<file path="src/rtl/timer_pkg.sv">
// Shared types and constants for the irrigation timer controller.
//   timer_state_t : controller FSM states
//   bcd_t         : one BCD digit
//   bcd_time_t    : MM:SS count as four BCD digits (tens-min .. units-sec)
package timer_pkg;

  typedef enum logic [1:0] {
    IDLE  = 2'd0,
    RUN   = 2'd1,
    PAUSE = 2'd2,
    DONE  = 2'd3
  } timer_state_t;

  typedef logic [3:0] bcd_t;

  typedef struct packed {
    bcd_t dm;
    bcd_t um;
    bcd_t ds;
    bcd_t us;
  } bcd_time_t;

  localparam bcd_t SEC_TENS_MAX = 4'd5;
  localparam bcd_t DIGIT_MAX    = 4'd9;

endpackage

</file>
<file path="src/rtl/tick_prescaler.sv">
// One-second prescaler for the irrigation timer.
//   clk, rst_n : clock and synchronous active-low reset
//   en         : advance the prescaler this cycle
//   clr        : force the prescaler to 0 (wins over en)
//   tick       : combinational, high in the cycle where the prescaler wraps
module tick_prescaler #(
  parameter int unsigned TICK_CYCLES = 50_000_000
) (
  input  logic clk,
  input  logic rst_n,
  input  logic en,
  input  logic clr,
  output logic tick
);

  localparam int unsigned   CW   = (TICK_CYCLES > 1) ? $clog2(TICK_CYCLES) : 1;
  localparam logic [CW-1:0] LAST = CW'(TICK_CYCLES - 1);

  logic [CW-1:0] cnt_q, cnt_d;

  always_comb begin
    cnt_d = cnt_q;
    tick  = 1'b0;
    if (clr) begin
      cnt_d = '0;
    end else if (en) begin
      if (cnt_q == LAST) begin
        cnt_d = '0;
        tick  = 1'b1;
      end else begin
        cnt_d = cnt_q + 1'b1;
      end
    end
  end

  always_ff @(posedge clk) begin
    if (!rst_n) cnt_q <= '0;
    else        cnt_q <= cnt_d;
  end

endmodule

</file>
<file path="src/rtl/rega_timer_ctrl.sv">
// Irrigation timer sequencing controller: loads an MM:SS BCD preset, counts
// down once per second, drives the valve while running, supports pause/abort.
//   clk, rst_n                 : clock, synchronous active-low reset
//   start, stop, pause         : operator controls (levels)
//   preset_{us,ds,um,dm}       : BCD preset
//   cnt_{us,ds,um,dm}          : current BCD count (registered)
//   valve_on, busy             : status (registered)
//   done, aborted, preset_err  : one-cycle event pulses (registered)
module rega_timer_ctrl
  import timer_pkg::*;
#(
  parameter int unsigned TICK_CYCLES = 50_000_000
) (
  input  logic       clk,
  input  logic       rst_n,
  input  logic       start,
  input  logic       stop,
  input  logic       pause,
  input  logic [3:0] preset_us,
  input  logic [3:0] preset_ds,
  input  logic [3:0] preset_um,
  input  logic [3:0] preset_dm,
  output logic [3:0] cnt_us,
  output logic [3:0] cnt_ds,
  output logic [3:0] cnt_um,
  output logic [3:0] cnt_dm,
  output logic       valve_on,
  output logic       busy,
  output logic       done,
  output logic       aborted,
  output logic       preset_err
);

  timer_state_t state_q, state_d;
  bcd_time_t    count_q, count_d;
  logic         valve_on_q, valve_on_d;
  logic         busy_q, busy_d;
  logic         done_q, done_d;
  logic         aborted_q, aborted_d;
  logic         preset_err_q, preset_err_d;

  logic         presc_en, presc_clr, tick;
  bcd_time_t    preset, count_dec;
  logic         preset_valid, preset_zero, count_at_one;
  logic         b_us, b_ds, b_um;

  assign preset = '{dm: preset_dm, um: preset_um, ds: preset_ds, us: preset_us};

  // The prescaler runs for the whole RUN cycle, including one where pause or
  // stop is sampled, so a coincident tick is consumed and lost.
  assign presc_en = (state_q == RUN);

  tick_prescaler #(
    .TICK_CYCLES(TICK_CYCLES)
  ) u_presc (
    .clk  (clk),
    .rst_n(rst_n),
    .en   (presc_en),
    .clr  (presc_clr),
    .tick (tick)
  );

  // Preset validation and BCD borrow chain.
  always_comb begin
    preset_valid = (preset.us <= DIGIT_MAX) && (preset.ds <= SEC_TENS_MAX) &&
                   (preset.um <= DIGIT_MAX) && (preset.dm <= DIGIT_MAX);
    preset_zero  = (preset == '0);
    count_at_one = (count_q == 16'h0001);

    b_us = (count_q.us == 4'd0);
    b_ds = b_us && (count_q.ds == 4'd0);
    b_um = b_ds && (count_q.um == 4'd0);

    count_dec.us = b_us ? DIGIT_MAX : count_q.us - 4'd1;
    count_dec.ds = !b_us ? count_q.ds : (b_ds ? SEC_TENS_MAX : count_q.ds - 4'd1);
    count_dec.um = !b_ds ? count_q.um : (b_um ? DIGIT_MAX : count_q.um - 4'd1);
    count_dec.dm = !b_um ? count_q.dm : count_q.dm - 4'd1;
  end

  always_comb begin
    state_d      = state_q;
    count_d      = count_q;
    presc_clr    = 1'b0;
    aborted_d    = 1'b0;
    preset_err_d = 1'b0;

    unique case (state_q)
      IDLE: begin
        if (start) begin
          if (!preset_valid) begin
            preset_err_d = 1'b1;
          end else if (preset_zero) begin
            count_d = '0;
            state_d = DONE;
          end else begin
            count_d   = preset;
            presc_clr = 1'b1;
            state_d   = RUN;
          end
        end
      end
      RUN: begin
        if (stop) begin
          count_d   = '0;
          aborted_d = 1'b1;
          state_d   = IDLE;
        end else if (pause) begin
          state_d = PAUSE;
        end else if (tick) begin
          if (count_at_one) begin
            count_d = '0;
            state_d = DONE;
          end else begin
            count_d = count_dec;
          end
        end
      end
      PAUSE: begin
        if (stop) begin
          count_d   = '0;
          aborted_d = 1'b1;
          state_d   = IDLE;
        end else if (!pause) begin
          state_d = RUN;
        end
      end
      DONE: begin
        state_d = IDLE;
      end
      default: begin
        state_d = IDLE;
      end
    endcase

    // Status outputs are registered from the next state.
    valve_on_d = (state_d == RUN) || (state_d == PAUSE);
    busy_d     = (state_d != IDLE);
    done_d     = (state_d == DONE);
  end

  always_ff @(posedge clk) begin
    if (!rst_n) begin
      state_q      <= IDLE;
      count_q      <= '0;
      valve_on_q   <= 1'b0;
      busy_q       <= 1'b0;
      done_q       <= 1'b0;
      aborted_q    <= 1'b0;
      preset_err_q <= 1'b0;
    end else begin
      state_q      <= state_d;
      count_q      <= count_d;
      valve_on_q   <= valve_on_d;
      busy_q       <= busy_d;
      done_q       <= done_d;
      aborted_q    <= aborted_d;
      preset_err_q <= preset_err_d;
    end
  end

  assign cnt_us     = count_q.us;
  assign cnt_ds     = count_q.ds;
  assign cnt_um     = count_q.um;
  assign cnt_dm     = count_q.dm;
  assign valve_on   = valve_on_q;
  assign busy       = busy_q;
  assign done       = done_q;
  assign aborted    = aborted_q;
  assign preset_err = preset_err_q;

endmodule

</file>
<file path="config.mk">
export PLATFORM = sky130hd
export DESIGN_NAME = rega_timer_ctrl
export DESIGN_NICKNAME = d
export VERILOG_FILES = /design/src/rtl/timer_pkg.sv /design/src/rtl/tick_prescaler.sv /design/src/rtl/rega_timer_ctrl.sv
export SDC_FILE = /design/constraint.sdc
export NUM_CORES = 1
export LEC_CHECK = 0
export BUFFER_PORTS_ARGS = -buffer_cell sky130_fd_sc_hd__buf_2
export CORE_MARGIN = 1
export CORE_UTILIZATION = 45
export CTS_BUF_LIST = sky130_fd_sc_hd__clkbuf_4 sky130_fd_sc_hd__clkbuf_8
export CTS_CLUSTER_DIAMETER = 200
export DETAILED_ROUTE_END_ITERATION = 12
export GPL_TIMING_DRIVEN = 0
export PLACE_DENSITY = 0.63
export SKIP_CTS_REPAIR_TIMING = 1
export SYNTH_ARGS = -nofsm -noshare
export SYNTH_HDL_FRONTEND = slang
export SYNTH_SLANG_ARGS = --single-unit
</file>
<file path="constraint.sdc">
create_clock -name clk -period 2.6 [get_ports clk]
set_input_delay 0.13 -clock clk [delete_from_list [all_inputs] [get_ports clk]]
set_output_delay 0.13 -clock clk [all_outputs]
set_load 0.1 [all_outputs]
</file>
Word-level counts from Yosys, hierarchy flattened
Index checks and enable logic that the tools add are counted.
{"block": "totals", "ff_bits": 49, "input_bits": 21, "output_inout_bits": 21, "elab_cells": 93}
{"block": "classes", "addsub": 5, "order_cmp": 4, "n_eq_ne": 16, "mux": 35, "bitwise_logic": 1, "reduce_logical": 21}
{"operator": "two-way mux 16 bit", "count": 8}
{"operator": "one-hot mux 16 bit (3 select lines)", "count": 1}
{"operator": "adder 26 x 1 -> 26 bit, second input constant", "count": 1}
{"operator": "equality test 26 bit, second input constant", "count": 1}
{"operator": "two-way mux 26 bit", "count": 1}
{"operator": "two-way mux 4 bit", "count": 6}
{"operator": "AND reduction 7 bit", "count": 3}
{"operator": "two-way mux 2 bit", "count": 9}
{"operator": "equality test 16 x 1 -> 1 bit, second input constant", "count": 1}
{"operator": "zero test 16 bit", "count": 1}
{"operator": "subtractor 4 x 1 -> 4 bit, second input constant", "count": 4}
{"operator": "less-or-equal comparator 4 bit, second input constant", "count": 3}
{"operator": "zero test 4 bit", "count": 3}
{"operator": "inequality test 4 x 2 -> 1 bit, second input constant", "count": 3}
{"operator": "two-way mux 1 bit", "count": 9}
{"operator": "equality test 2 bit, second input constant", "count": 4}
{"operator": "one-hot mux 2 bit (4 select lines)", "count": 1}
{"operator": "inequality test 2 bit, second input constant", "count": 3}
{"operator": "AND reduction 6 bit", "count": 1}
{"operator": "logical AND 1 bit", "count": 5}
{"operator": "equality test 2 x 1 -> 1 bit, second input constant", "count": 2}
{"operator": "less-or-equal comparator 4 x 3 -> 1 bit, second input constant", "count": 1}
{"operator": "OR reduction 2 bit", "count": 2}
{"operator": "inequality test 3 x 2 -> 1 bit, second input constant", "count": 1}
{"operator": "other kinds (8)", "count": 8}

Longest topological paths before layout
{"block": "logic_depth", "word_depth": 14, "depth_mapped": 11, "depth_no_buf": 10}

Modules after synthesis
From an unflattened synthesis, not the netlist that was laid out.
{"block": "hier_totals", "hier_cells": 349, "hier_area_um2": 2934.1}
{"module": "rega_timer_ctrl", "instances": 1, "cells_each": 197, "area_per_inst_um2": 1624.1, "seq_area_each_um2": 460.4}
{"module": "tick_prescaler", "instances": 1, "cells_each": 152, "area_per_inst_um2": 1310.0, "seq_area_each_um2": 520.5}

Least setup slack after synthesis
Ideal clock, no wire load.
{"block": "synth_timing", "path_kind": "flip-flop to flip-flop", "startpoint": "register count_q (netlist bit cnt_us[0])", "endpoint": "register valve_on_q (netlist: valve_on)", "setup_time_ns": 0.115, "arrival_time_ns": 2.643, "setup_slack_ns": -0.158, "stages_incl_launch_ff": 9, "path_buffers": 0, "period_less_slack_ns": 2.758, "cell_sequence": "dfxtp_1 -> ha_1 -> nor4bb_1 -> nand4_1 -> o2111ai_1 -> o2111a_1 -> inv_1 -> ha_1 -> and2_1"}
{"block": "synth_between", "elab_chain_len": 8, "word_cells_on_any_way": 9, "classes_between": "eq/ne: 3; mux: 5; reduce/logical: 1"}
{"item": "from (decl)", "line_no": "rega_timer_ctrl.sv:35", "rtl": "bcd_time_t count_q, count_d;"}
{"item": "from (signal assigned)", "line_no": "rega_timer_ctrl.sv:152", "rtl": "count_q <= count_d;"}
{"item": "equality test 16 x 1 -> 1 bit (*)", "line_no": "rega_timer_ctrl.sv:68", "rtl": "count_at_one = (count_q == 16'h0001);"}
{"item": "two-way mux 2 bit (*)", "line_no": "rega_timer_ctrl.sv:110", "rtl": "if (count_at_one) begin"}
{"item": "two-way mux 2 bit (*)", "line_no": "rega_timer_ctrl.sv:109", "rtl": "end else if (tick) begin"}
{"item": "two-way mux 2 bit (*)", "line_no": "rega_timer_ctrl.sv:107", "rtl": "end else if (pause) begin"}
{"item": "two-way mux 2 bit (*)", "line_no": "rega_timer_ctrl.sv:103", "rtl": "if (stop) begin"}
{"item": "one-hot mux 2 bit (4 select lines) (*)", "line_no": "rega_timer_ctrl.sv:87", "rtl": "unique case (state_q)"}
{"item": "named net state_d[1]", "line_no": "rega_timer_ctrl.sv:34", "rtl": "timer_state_t state_q, state_d;"}
{"item": "equality test 2 x 1 -> 1 bit / equality test 2 bit (equally long branches)", "line_no": "rega_timer_ctrl.sv:136", "rtl": "valve_on_d = (state_d == RUN) || (state_d == PAUSE);"}
{"item": "logical OR 1 bit (*)", "line_no": "rega_timer_ctrl.sv:136"}
{"item": "named net valve_on_d", "line_no": "rega_timer_ctrl.sv:36", "rtl": "logic valve_on_q, valve_on_d;"}
{"item": "to (signal assigned)", "line_no": "rega_timer_ctrl.sv:153", "rtl": "valve_on_q <= valve_on_d;"}
{"item": "to (decl)", "line_no": "rega_timer_ctrl.sv:36"}
The timed path passes the listed nets; every way through them passes the cells marked *.
A chain may end at the register's enable or synchronous reset.

Worst setup path in the final report
{"block": "layout_timing", "startpoint": "register count_q (netlist bit cnt_us[1])", "endpoint": "register valve_on_q (netlist: valve_on)"}
The elaborated chain is that of the path after synthesis.

==> metrics <==
outcome completed; Cells after Synth 348; Core Footprint 6026 sq um; largest net degree at the start of global routing 15; GRT Total Usage 21.02%; clk root buf clkbuf_8; RR Startpoint cnt_us[1]$_SDFFE_PN0P_; most frequent cells in the layout 48 x dfxtp_1, 40 x buf_2, 38 x nand2_1; clk slew on worst S/H paths 0.08 ns; Avg Synthesized Cell Area 8.230 sq um; gp weighted congestion 0.8343; DP Area 3159 sq um; Net Sw Power 1.757 mW; Clk Latency, worst-skew pair 0.30 ns; Synth cell types 45; vias per cell 5.451; setup TNS 0 ns; P_int 1.663 mW; min cycle time layout 2.484 ns; Num CTS Buffers 5; Setup crit end valve_on$_SDFF_PN0_; Mapped Nets 383; hold slack 0.1493 ns; vias in the first global route 2,279; Rel. slew slack 56.88%; Final Max Tran Viols 0; crit path max fanout 5; PnR worst setup slack 0.1160 ns; # port buffers 40; chip width 81.78 um; reg2reg path depth 9; #FFs+latches synth 49; Final Cell Area 3262 sq um; launch point of the worst path cnt_us[1]$_SDFFE_PN0P_; DRT iter0 DRCs 145; Worst Path Required 2.80 ns; detailed placement HPWL 5057 um; synth warn 0; Critical Path Start Type register; Clock Path Buffers 2; total wire length 6794 um; Tcrit/Tclk final 95.54%; H-tree depth 2; Initial DRT Pass Iterations 4; CTS tree yes; grt met2 use 35.70%; most common cell after layout, fill and taps aside dfxtp_1; Setup CP Type register to register; area grow syn2layout 13.89%; final setup fails 0; overflow left after global routing 0; Core Rows 28; Initial Utilization 47.53%; Max Freq 402.6 MHz; maxcap violations 0; Die Y 81.78 um; Power Density 1048 nW/um^2; r2r setup slk 0.12 ns; first-pass GRT wire length 10,740 um; Post-Syn Area 2864 sq um; Via Count 2,562; met3 global-route usage 3.667%; FF/Latch Area 982.2 sq um; skew final 0.006436 ns; Final Non-Filler Cells 470; HP Class input pin to register; Setup crit end kind register; CP cell instances inv_1 > ha_1 > nor4bb_1 > nand4_1 > o2111ai_1 > o2111a_1 > inv_1 > ha_1 > and2_1; final hold viol count 0; fin util 54.13%; peak supply drop 0.6356 mV; Post-synth top flop dfxtp_1; register area share after synthesis 34.25%; Multi-input gate area 1738 sq um; FFs w/ async S/R, synth 0%; Worst path slowest cell nor4bb_1; leakage 1.294 nW; clock share of power 13.6%; power share of the combinational group 57.3%; ant diodes 0; Largest stage delay, worst path 0.40 ns; Reg power frac 29.1%; DRC viols 0; fill count 615; RSZ-0062 raised after global routing no; placed instance count 463; Layout Nets 430; initial antenna violation count 0; Tot Pwr 3.419 mW; worst hold path cell count 2; layout cells sized above 1 15.95%; switching part of the total power 51.37%; slew of the pin with the lowest slew margin 0.6410 ns; IO Count 42; CTS Sinks 49; routed wire length per instance 14.46 um; Worst EP arrival 2.68 ns; die area 6687 sq um; met1 global-route usage 27.08%; Routed Antenna Nets 0; RR Endpoint valve_on$_SDFF_PN0_; GR peak layer met2; number of synthesized flops with an enable pin 0; worst slack, placed 0.1423 ns
## registers in the layout, summed over array words and instances (netlist names)
register	cells
u_presc.cnt_q	26
cnt_dm	4
busy	1
valve_on	1
preset_err	1
cnt_us	4
cnt_um	4
done	1
cnt_ds	4
aborted	1
state_q	2
## metal layers
| metal | vias to the layer above | routed length (um) |
|---|---|---|
| met3 | 9 | 270 |
| met2 | 63 | 3181 |
| met1 | 1194 | 3252 |
| met4 | 0 | 91 |
| met5 | - | 0 |
| li1 | 1296 | - |
## worst max-delay path: cells and delay by family (launching register included)
| kind | cells | cell delay (ns) |
|---|---|---|
| and+or+nand+nor | 3 | 0.84 |
| AOI/OAI and AO/OA | 2 | 0.58 |
| adders and majority gates | 2 | 0.42 |
| DFF | 1 | 0.34 |
| buffers and inverters | 2 | 0.19 |
## cells in the mapped netlist (2+ instances only)
cell	count	area, sq um
mux2i_1	12	120.1
o221a_2	2	22.52
clkbuf_1	8	30.03
nor4_1	7	43.79
and4_1	4	35.03
nor3b_4	3	56.30
o2111ai_1	2	17.52
nand4_1	8	50.05
dfxtp_1	49	980.9
xor2_1	15	131.4
and2_1	4	25.02
or3_1	3	18.77
nor3_1	8	40.04
nand2_1	38	142.6
a21oi_1	11	55.05
o31a_1	3	26.28
nor2_1	34	127.6
ha_1	14	175.2
and3_1	4	25.02
a31oi_1	2	12.51
o21ai_0	15	75.07
inv_1	29	108.9
nand2b_1	2	12.51
nand3_1	16	80.08
o22ai_1	9	56.30
xnor2_1	16	140.1
nor2b_1	7	43.79
o21a_1	2	15.01
nor3b_1	5	37.54
## cell type report
class	count	area share [%]
inverters	29	3.337
clock inverters	1	0.2301
clock buffers	6	2.532
plain buffers	10	1.496
repair buffers	40	6.137
multi-input cells	260	53.28
flip-flops and latches	49	30.11
well taps	75	2.877
## power groups by stage
stage / logic [mW] / registers [mW] / clock network (mW)
after floorplan: 0.952 / 1.63 / 0
after global placement: 1.91 / 0.999 / 0
after detailed placement: 1.93 / 1.01 / 0
after CTS: 1.94 / 0.989 / 0.484
after global routing: 2.09 / 1.01 / 0.505
final: 1.96 / 0.995 / 0.464
## how the worst min path moves through the flow
stage | from | end | slack [ns]
6_report | start | preset_err$_SDFF_PN0_ | 0.15
5_1_grt | start | preset_err$_SDFF_PN0_ | 0.14
4_1_cts | start | preset_err$_SDFF_PN0_ | 0.13
3_5_place_dp | stop | aborted$_SDFF_PN0_ | 0.46
3_3_place_gp | stop | aborted$_SDFF_PN0_ | 0.45
2_1_floorplan | stop | aborted$_SDFF_PN0_ | 0.28
## cells by family (layout without fill, tap and decap cells)
family          count (synthesis)  count (layout)  synth area share, %
fa+ha+maj                      14              14                6.116
compound gates                 50              50                11.10
buf+inv                        39              86                5.417
simple gates                  153             153                29.45
xor+xnor                       31              31                9.480
flops                          49              49                34.25
mux                            12              12                4.194
Power figures use the tool's default switching activity.
